**config.mk**
```make
export PLATFORM = sky130hd
export DESIGN_NAME = regfile_dump
export DESIGN_NICKNAME = d
export VERILOG_FILES = /design/src/rtl/regfile_dump.sv
export SDC_FILE = /design/constraint.sdc
export NUM_CORES = 1
export LEC_CHECK = 0
export BUFFER_PORTS_ARGS = -buffer_cell sky130_fd_sc_hd__buf_2
export CORE_MARGIN = 1.5
export CORE_UTILIZATION = 40
export DETAILED_ROUTE_END_ITERATION = 8
export RECOVER_POWER = 100
export SETUP_SLACK_MARGIN = 0.2
export SYNTH_ARGS = -nofsm -noshare
export SYNTH_HDL_FRONTEND = slang
export SYNTH_SLANG_ARGS = --single-unit
```
**constraint.sdc**
```tcl
create_clock -name clk -period 2.35 [get_ports clk]
set_input_delay 0.235 -clock clk [delete_from_list [all_inputs] [get_ports clk]]
set_output_delay 0.235 -clock clk [all_outputs]
set_load 0.01 [all_outputs]
```
**src/rtl/regfile_dump.sv**
```systemverilog
// Register-file debug dump: streams header, NREGS little-endian 32-bit words and an XOR
// checksum as bytes over a valid/ready link. Every output comes straight from a flop.
module regfile_dump #(
    parameter int         NREGS = 32,
    parameter logic [7:0] HDR   = 8'hA5
) (
    input  logic        clk,
    input  logic        rst_n,
    input  logic        start,
    output logic [4:0]  ra,
    input  logic [31:0] rd,
    output logic [7:0]  tx_data,
    output logic        tx_valid,
    input  logic        tx_ready,
    output logic        busy,
    output logic        done
);

    typedef enum logic [2:0] {S_IDLE, S_HDR, S_LOAD, S_BYTE, S_SUM} state_t;

    localparam logic [4:0] LAST_IDX = 5'(NREGS - 1);

    state_t      r_state;
    logic [4:0]  r_idx;
    logic [1:0]  r_bcnt;
    logic [31:0] r_shift;
    logic [7:0]  r_csum;
    logic [4:0]  r_ra;
    logic [7:0]  r_tx_data;
    logic        r_tx_valid;
    logic        r_busy;
    logic        r_done;

    state_t      w_state_nxt;
    logic [4:0]  w_idx_nxt;
    logic [1:0]  w_bcnt_nxt;
    logic [31:0] w_shift_nxt;
    logic [7:0]  w_csum_nxt;
    logic [4:0]  w_ra_nxt;
    logic [7:0]  w_tx_data_nxt;
    logic        w_tx_valid_nxt;
    logic        w_busy_nxt;
    logic        w_done_nxt;
    logic        w_acc;

    assign w_acc    = r_tx_valid & tx_ready;
    assign ra       = r_ra;
    assign tx_data  = r_tx_data;
    assign tx_valid = r_tx_valid;
    assign busy     = r_busy;
    assign done     = r_done;

    // Next-state and next-output logic; outputs are computed one cycle ahead so they can be registered.
    always_comb begin
        w_state_nxt    = r_state;
        w_idx_nxt      = r_idx;
        w_bcnt_nxt     = r_bcnt;
        w_shift_nxt    = r_shift;
        w_csum_nxt     = r_csum;
        w_ra_nxt       = r_ra;
        w_tx_data_nxt  = r_tx_data;
        w_tx_valid_nxt = r_tx_valid;
        w_busy_nxt     = r_busy;
        w_done_nxt     = 1'b0;

        case (r_state)
            S_IDLE: begin
                w_ra_nxt       = 5'd0;
                w_tx_valid_nxt = 1'b0;
                w_busy_nxt     = 1'b0;
                if (start) begin
                    w_state_nxt    = S_HDR;
                    w_idx_nxt      = 5'd0;
                    w_bcnt_nxt     = 2'd0;
                    w_csum_nxt     = 8'h00;
                    w_tx_valid_nxt = 1'b1;
                    w_tx_data_nxt  = HDR;
                    w_busy_nxt     = 1'b1;
                end
            end
            S_HDR: begin
                if (w_acc) begin
                    w_state_nxt    = S_LOAD;
                    w_tx_valid_nxt = 1'b0;
                    w_ra_nxt       = r_idx;
                end
            end
            S_LOAD: begin
                // rd reflects ra=idx this cycle; this is the snapshot point for the register.
                w_state_nxt    = S_BYTE;
                w_shift_nxt    = rd;
                w_bcnt_nxt     = 2'd0;
                w_tx_valid_nxt = 1'b1;
                w_tx_data_nxt  = rd[7:0];
            end
            S_BYTE: begin
                if (w_acc) begin
                    w_csum_nxt  = r_csum ^ r_shift[7:0];
                    w_shift_nxt = {8'h00, r_shift[31:8]};
                    w_bcnt_nxt  = r_bcnt + 2'd1;
                    if (r_bcnt == 2'd3) begin
                        if (r_idx == LAST_IDX) begin
                            w_state_nxt    = S_SUM;
                            w_tx_data_nxt  = r_csum ^ r_shift[7:0];
                            w_tx_valid_nxt = 1'b1;
                        end else begin
                            w_state_nxt    = S_LOAD;
                            w_idx_nxt      = r_idx + 5'd1;
                            w_ra_nxt       = r_idx + 5'd1;
                            w_tx_valid_nxt = 1'b0;
                        end
                    end else begin
                        w_tx_data_nxt = r_shift[15:8];
                    end
                end
            end
            S_SUM: begin
                if (w_acc) begin
                    w_state_nxt    = S_IDLE;
                    w_tx_valid_nxt = 1'b0;
                    w_tx_data_nxt  = 8'h00;
                    w_busy_nxt     = 1'b0;
                    w_done_nxt     = 1'b1;
                    w_ra_nxt       = 5'd0;
                end
            end
            default: begin
                w_state_nxt = S_IDLE;
            end
        endcase
    end

    always_ff @(posedge clk or negedge rst_n) begin
        if (!rst_n) begin
            r_state    <= S_IDLE;
            r_idx      <= 5'd0;
            r_bcnt     <= 2'd0;
            r_shift    <= 32'h0;
            r_csum     <= 8'h00;
            r_ra       <= 5'd0;
            r_tx_data  <= 8'h00;
            r_tx_valid <= 1'b0;
            r_busy     <= 1'b0;
            r_done     <= 1'b0;
        end else begin
            r_state    <= w_state_nxt;
            r_idx      <= w_idx_nxt;
            r_bcnt     <= w_bcnt_nxt;
            r_shift    <= w_shift_nxt;
            r_csum     <= w_csum_nxt;
            r_ra       <= w_ra_nxt;
            r_tx_data  <= w_tx_data_nxt;
            r_tx_valid <= w_tx_valid_nxt;
            r_busy     <= w_busy_nxt;
            r_done     <= w_done_nxt;
        end
    end

endmodule

```
==> summary by stage, run 1 <==
Logic synthesis
The main combinational cell family by area after synthesis is compound AO/OA/AOI/OAI gates. The per-instance average area after synthesis is 10.21 um^2. After synthesis, the most frequently instantiated cells are sky130_fd_sc_hd__dfrtp_1 (66), sky130_fd_sc_hd__o21ai_0 (55), sky130_fd_sc_hd__mux2i_1 (30). The portion of synthesized cell area occupied by the leading cell type is 0.4900. The dominant cell by count in the synthesized netlist is sky130_fd_sc_hd__dfrtp_1.

The cell taking the most area after synthesis is sky130_fd_sc_hd__dfrtp_1. Of the total synthesized cell area, the portion taken by full adders, half adders and majority gates is 0.01411. The multiplexer fraction of the synthesized cell area is 0.1192. The number of register bits inferred by synthesis is 66. The async set-reset flop share out of synthesis is 1.000. Summing every instance area after synthesis gives 3371 um^2.

Of the total synthesized cell area, the portion taken by XOR and XNOR cells is 0.01819. The synthesized-area fraction occupied by and/or/nand/nor cells is 0.1225. The share of the synthesized area in compound gates (AO/OA/AOI/OAI) is 0.1941. In the post-synthesis netlist, the biggest area contributors are sky130_fd_sc_hd__dfrtp_1 (49%), sky130_fd_sc_hd__mux2i_1 (8.9%), sky130_fd_sc_hd__o21ai_0 (8.2%). The number of instances in the synthesized netlist is 330.

The number of synthesis warnings is 0. The share of synthesized area occupied by flip-flops and latches is 0.4900. The count of flip-flops with a built-in enable after synthesis is 0.

The predominant post-synthesis flop cell is sky130_fd_sc_hd__dfrtp_1. The number of distinct library cells after synthesis is 44. The net count after synthesis is 369.

GRT
The maximum number of pins on one net before global-route repair is 57. For this run, the total global-route usage over all layers was measured as 0.1860. The leftover overflow at the end of global routing is 0. The wire length of the first global-routing pass is 12780 um. The initial antenna violation count is 0. The number of global-route vias before repair is 2620.

Outcome
The flow ran to the end, and the final reports show no timing, DRC or antenna violations.

Critical path
The capturing element of the worst setup path is tx_data[3]. The startpoint type of the worst setup path is a register. The critical path data required time is 2.58 ns. The launch point of the critical path is r_idx[1]. The worst register-to-register path has a depth of 8. In this run the critical register-to-register path is captured at tx_data[3]. The biggest fanout along the worst timing path is 8.

The worst setup path is of the register to register kind. The startpoint of the lowest-slack register-to-register path is r_idx[1]. Setup slack on the worst reg-to-reg path comes out at 0.21 ns. The worst setup path is captured at a register.

The data arrival at the endpoint of the critical path is 2.38 ns.

Timing
The setup clock skew after layout is 0.009954 ns. Setup repair after global routing could not meet its margin everywhere. Headroom to the max-slew limit came out at 0.07360. Setup violations remaining at the end of the flow were counted as 0. The upper clock frequency limit is 466.2 MHz. The period utilization is 0.9127. The tightest hold path in the finished design has a slack of 0.09730 ns. The number of max-slew violations in the final report was 0. Adding up every negative setup slack in the final design gives 0 ns. The number of hold violations in the final report came to 0.

The slew at the pin closest to its max-slew limit is 1.390 ns. The final period demand of the worst path is 2.145 ns.

Clock tree
Counting along the longest clock path gives a buffer depth of 2. The register clock-pin slew on the reported worst setup and hold paths is 0.08 ns. TritonCTS built the clock tree. Clock tree synthesis selected as its root buffer the cell sky130_fd_sc_hd__clkbuf_8.

Clock tree synthesis inserted a total of 9 buffers. The number of clock sinks is 66. The H-tree depth is 3. The clock network latency to the later pin of the worst-skew pair is 0.35 ns.

Finish
The number of cells in the finished layout apart from fillers is 497. The number of antenna cells inserted is 0. In the final layout, the share of cells above drive strength 1 is 0.2066. The net count of the finished layout is 426. The synthesis-to-layout area growth is 18.37%.

Detailed routing
In the routed layout, each cell is associated on average with a via count of 5.284. Wires add up to 7519 um. Summing over every cut layer, the via total after detailed routing is 2626. In this run, the number of DRC markers left after iteration 0 of detailed routing was 148.

The mean routed wirelength per cell is 15.13 um. The number of nets with antenna violations after detailed routing is 0. The number of remaining DRC errors is 0. The first-pass detailed-route iteration total is 6.

Floorplanning
For this configuration, the core starts out at a cell density of 0.4123. The floorplan step set the die width to 94.80 um. The floorplan step defined a die boundary enclosing 8986 um^2.

The number of placement rows is 33. The boundary pin count is 52. The floorplan step defined a core boundary enclosing 8175 um^2.

The die outline height is 94.80 um.

Flow run
Max-cap violations in this run came to 0.

Hold path
The cell count of the worst hold path is 2. The class of the most critical hold timing path is input port to register.

Placement
Input and output buffers added on the ports amount to 51. Including well taps, the total number of placed cells is 477. The weighted congestion at the end of routability-driven global placement is 0.8928. Detailed placement ended at an HPWL of 4960 um.

Power and ir drop
Power spread over the standard cell area amounts to 1048 nW/um^2. IR analysis of the VDD net gives a maximum drop of 0.0004987 V. The leakage component of the power is 1.805 nW.
-- routing by layer --
layer	GRT usage	vias to the layer above	routed length [um]
met1	0.2422	1249	3607
met5	0	-	0
met2	0.2964	70	3449
li1	-	1297	-
met4	0.06219	0	103
met3	0.05314	10	358
-- through the flow --
step	area [um^2]	utilization	worst slack (ns)	total power [mW]
3_3_place_gp	3794	0.4640	0.2332	3.196
6_report	3990	0.4881	0.2051	4.182
2_1_floorplan	3371	-	0.2115	2.797
3_5_place_dp	3794	0.4640	0.1918	3.237
4_1_cts	4014	0.4910	0.2169	4.247
5_1_grt	3990	0.4881	0.1134	4.500
-- worst min path at each step --
stage	start	endpoint	slack (ns)
6_report	rd[25]	r_shift[25]	0.1
5_1_grt	rd[27]	r_shift[27]	0.08
4_1_cts	rd[25]	r_shift[25]	0.08
3_5_place_dp	rst_n	done	0.27
3_3_place_gp	rst_n	done	0.27
2_1_floorplan	rst_n	busy	-0.06
-- cell type report --
| cell class | instances | area, um^2 |
|---|---|---|
| inverter | 6 | 22.52 |
| fill | 784 | 4185 |
| clock buffer | 10 | 137.6 |
| clock inverter | 6 | 65.06 |
| tap | 105 | 131.4 |
| multi-input combinational | 235 | 1572 |
| sequential | 66 | 1652 |
| timing repair buffer | 69 | 410.4 |
-- layout by cell type (no fill, tap or decap), types with 3 or more instances in the layout --
cell type                    n
sky130_fd_sc_hd__dfrtp_1    66
sky130_fd_sc_hd__nand3_1     3
sky130_fd_sc_hd__xor2_1      6
sky130_fd_sc_hd__buf_12      4
sky130_fd_sc_hd__nor2_1     17
sky130_fd_sc_hd__clkbuf_2    3
sky130_fd_sc_hd__clkbuf_8   10
sky130_fd_sc_hd__buf_2      34
sky130_fd_sc_hd__ha_1        3
sky130_fd_sc_hd__nand4_1     3
sky130_fd_sc_hd__clkbuf_1   18
sky130_fd_sc_hd__nand2b_1   16
sky130_fd_sc_hd__a31oi_1     7
sky130_fd_sc_hd__a21oi_1     8
sky130_fd_sc_hd__o2bb2ai_1   5
sky130_fd_sc_hd__buf_4       9
sky130_fd_sc_hd__mux2i_1    30
sky130_fd_sc_hd__nand2_1    30
sky130_fd_sc_hd__inv_1       6
sky130_fd_sc_hd__mux2_2      9
sky130_fd_sc_hd__a22o_1     14
sky130_fd_sc_hd__o21ai_0    56
-- report_power, final --
part	internal (mW)	total [mW]	switching, mW
logic	0.695	1.44	0.746
clock network	0.521	0.998	0.477
registers	1.48	1.74	0.265
total	2.69	4.18	1.49
-- timing repair --
action | in CTS | in global routing
pin swaps | 0 | 1
cloned | 0 | 0
hold buffers | 1 | 0
endpoints found under the hold margin | 22 | 0
gates resized for setup | 0 | 5
setup endpoints to repair | 8 | 10
setup buffers | 1 | 2
-- critical path, stage by stage (launching register included) --
cell and delay [ns]:
sky130_fd_sc_hd__dfrtp_1 0.40, sky130_fd_sc_hd__ha_1 0.22, sky130_fd_sc_hd__and3_1 0.20, sky130_fd_sc_hd__ha_1 0.21, sky130_fd_sc_hd__nor2b_2 0.13, sky130_fd_sc_hd__o21ai_2 0.07, sky130_fd_sc_hd__a221oi_4 0.31, sky130_fd_sc_hd__buf_12 0.17
sky130_fd_sc_hd__mux2_2 0.32
-- state kept, by name (all words and copies together), names as in the netlist --
name and count:
r_shift 32, r_csum 8, tx_data 8, r_idx 5, ra 5, r_state 3, r_bcnt 2, busy 1
done 1, tx_valid 1
-- cell families after synthesis --
group	after synthesis
flops	66
compound gates	103
simple gates	82
xor+xnor	7
mux	39
fa+ha+maj	4
buf+inv	29
Note: power is estimated with default switching activity, not from simulation.
==> run 2: changes to the inputs <==
--- a/config.mk
+++ b/config.mk
@@ -6,9 +6,10 @@
 export NUM_CORES = 1
 export LEC_CHECK = 0
 export BUFFER_PORTS_ARGS = -buffer_cell sky130_fd_sc_hd__buf_2
-export CORE_MARGIN = 1.5
-export CORE_UTILIZATION = 40
+export CORE_UTILIZATION = 57
 export DETAILED_ROUTE_END_ITERATION = 8
+export GPL_TIMING_DRIVEN = 0
+export PLACE_DENSITY = 0.8
 export RECOVER_POWER = 100
 export SETUP_SLACK_MARGIN = 0.2
 export SYNTH_ARGS = -nofsm -noshare
==> summary by stage, run 2 (synthesis results as in run 1) <==
Detailed routing
The first detailed-routing pass ran for 5 iterations. After detailed routing, the average wire length per cell comes to 16.79 um. Wires add up to 7907 um. In the routed design, unresolved DRC markers number 0. The via count of the routed design is 2828. The DRC marker count from the first detailed-route iteration is 299.

In the routed layout, each cell is associated on average with a via count of 6.004. In this run the remaining antenna-violating nets after routing total 0.

Finish
The number of antenna cells inserted is 0. In the layout the commonest cells are sky130_fd_sc_hd__dfrtp_1 (65), sky130_fd_sc_hd__o21ai_0 (55), sky130_fd_sc_hd__buf_2 (42), sky130_fd_sc_hd__mux2i_1 (30), sky130_fd_sc_hd__nand2_1 (29). The register bank with the most flops is r_shift. The number of filler instances in the final layout is 450.

The proportion of layout cells with a drive suffix above 1 is 0.2055. The register with the most flip-flops in the layout has 32 of them. The net total in the final layout is 433. The most frequent standard cell in the layout excluding fill and tap cells is sky130_fd_sc_hd__dfrtp_1. The synthesis-to-layout area growth is 16.26%. Summing all non-filler instances in the final layout gives an area of 3919 um^2.

GRT
The total track usage is 0.2775. The number of global-route vias before repair is 2712. Global routing finished with a remaining overflow of 0. The initial antenna violation count came to 0. The wire length of the first global-routing pass is 12990 um. Entering global routing, the biggest net connects 67 pins.

Outcome
The checks that failed: capacitance limit, slew limit. The run finished, with violations left.

Critical path
Of all nets on the critical path, the largest fanout is 8. The critical path data required time is 2.58 ns. The number of buffers and inverters on the critical path is 1. The startpoint type of the worst setup path is a register. In this design, the stage delay of the slowest critical-path cell is 0.40 ns. The slowest cell on the critical path is sky130_fd_sc_hd__dfrtp_2. The startpoint of the lowest-slack register-to-register path is r_idx[0].

Walking the worst path, the cells encountered are ha_1 > and3_1 > ha_4 > nor2b_2 > o21ai_2 > a221oi_4 > buf_12 > mux2_2. The data arrival at the endpoint of the critical path is 2.37 ns. The cell family contributing the most delay on the critical path is adder cells. The launch point of the critical path is r_idx[0]. The setup path with the least slack is of type register to register. The endpoint type of the worst setup path is a register.

Floorplanning
The die covers 6225 um^2. From bottom edge to top edge, the die measures 78.90 um. For this configuration, the core starts out at a cell density of 0.6011.

The core region is 5608 um^2. In this run the count of I/O pins placed on the die edge is 52. The number of placement rows is 27. The floorplan step set the die width to 78.90 um.

Flow run
The max-cap check violation count is 1.

Power and ir drop
Power spread over the standard cell area amounts to 1053 nW/um^2. The worst-case IR drop observed on VDD is 0.0005641 V. The analysis attributes to cell leakage a power of 1.785 nW.

Timing
The worst pin sits at a relative slew slack of -0.06452. The number of hold violations in the final report is 0. The worst setup margin is 0.2026 ns. Timing would allow up to 465.7 MHz. In the finished design, the share of the clock period the worst path needs comes to 0.9138.

At the pin with the least slew margin, the transition time is 1.597 ns. Final hold analysis gives a worst-case slack of 0.1082 ns. The setup clock skew after layout is 0.007668 ns. The number of failing setup endpoints in the final timing report is 0. The final period demand of the worst path is 2.147 ns. Setup repair after global routing could not meet its margin everywhere.

The number of max-slew violations in the final report is 67.

Clock tree
The clock network latency to the later pin of the worst-skew pair is 0.34 ns. The register clock-pin slew on the reported worst setup and hold paths is 0.07 ns. The total clock buffers created by CTS is 9. The tree is rooted in a sky130_fd_sc_hd__clkbuf_8. The H-tree was split into 3 levels.

TritonCTS built the clock tree. The number of clock sinks is 66. The maximum buffer depth of the clock tree is 2.

Placement
The count of input and output buffers is 50. The HPWL after detailed placement is 5340 um. Before CTS, the worst setup slack after placement is -0.04426 ns. The weighted congestion at the end of routability-driven global placement is 0.8802.

After detailed placement, the total cell area comes to 3714 um^2.

Hold path
The class of the most critical hold timing path is input port to register. In this run the most critical hold path is launched from rd[28].
[run 2: per-stage QoR]
stage	std cells	setup TNS [ns]	total power, mW	utilization
2_1_floorplan	330	0	2.797	-
3_3_place_gp	452	0	3.156	0.6618
3_5_place_dp	452	-0.2764	3.243	0.6622
4_1_cts	471	0	4.134	0.7019
5_1_grt	471	0	4.378	0.6988
6_report	471	0	4.124	0.6988
[run 2: metal layers]
layer  GRT usage  part of all wire  vias up
met2      0.4261              0.46      117
met1      0.3827              0.46     1385
li1            -                 -     1308
met3     0.04138             0.059       18
met5           0                 0        -
met4      0.1455             0.023        0
[run 2: path summary, 6_finish.rpt]
kind                          endpoint  slack [ns]  depth (start not counted)
max in group asynchronous     r_idx[0]        0.99                          1
max reg2reg                 tx_data[5]        0.20                          8
max                         tx_data[5]        0.20                          8
min in group asynchronous   tx_data[3]        0.29                          1
min                        r_shift[28]        0.11                          2
min reg2reg                r_shift[23]        0.48                          2
[run 2: worst register-to-register path: stages, from the launching register on]
cell and delay, ns:
sky130_fd_sc_hd__dfrtp_2 0.40, sky130_fd_sc_hd__ha_1 0.25, sky130_fd_sc_hd__and3_1 0.24, sky130_fd_sc_hd__ha_4 0.19
sky130_fd_sc_hd__nor2b_2 0.13, sky130_fd_sc_hd__o21ai_2 0.08, sky130_fd_sc_hd__a221oi_4 0.26, sky130_fd_sc_hd__buf_12 0.16
sky130_fd_sc_hd__mux2_2 0.33
[run 2: timing repair]
| item | CTS | global route |
|---|---|---|
| gates cloned | 0 | 0 |
| endpoints found under the setup margin | 9 | 8 |
| gates resized for setup | 3 | 4 |
| pin swaps | 1 | 1 |
| buffers inserted | 3 | 0 |
| hold buffers | 0 | 0 |
[run 2: layout make-up]
cell class	count	area, um^2	share of cell area
Sequential cell	66	1653	0.4218
Multi-Input combinational cell	235	1597	0.4074
Timing Repair Buffer	53	265.3	0.06769
Clock buffer	12	155.1	0.03959
Buffer	23	110.1	0.02810
Tap cell	72	90.09	0.02299
Clock inverter	4	26.28	0.006705
Inverter	6	22.52	0.005747
[run 2: power breakdown]
part / total, mW / switching (mW) / internal [mW]
clock network: 0.875 / 0.436 / 0.439
registers: 1.72 / 0.239 / 1.48
logic: 1.53 / 0.847 / 0.684
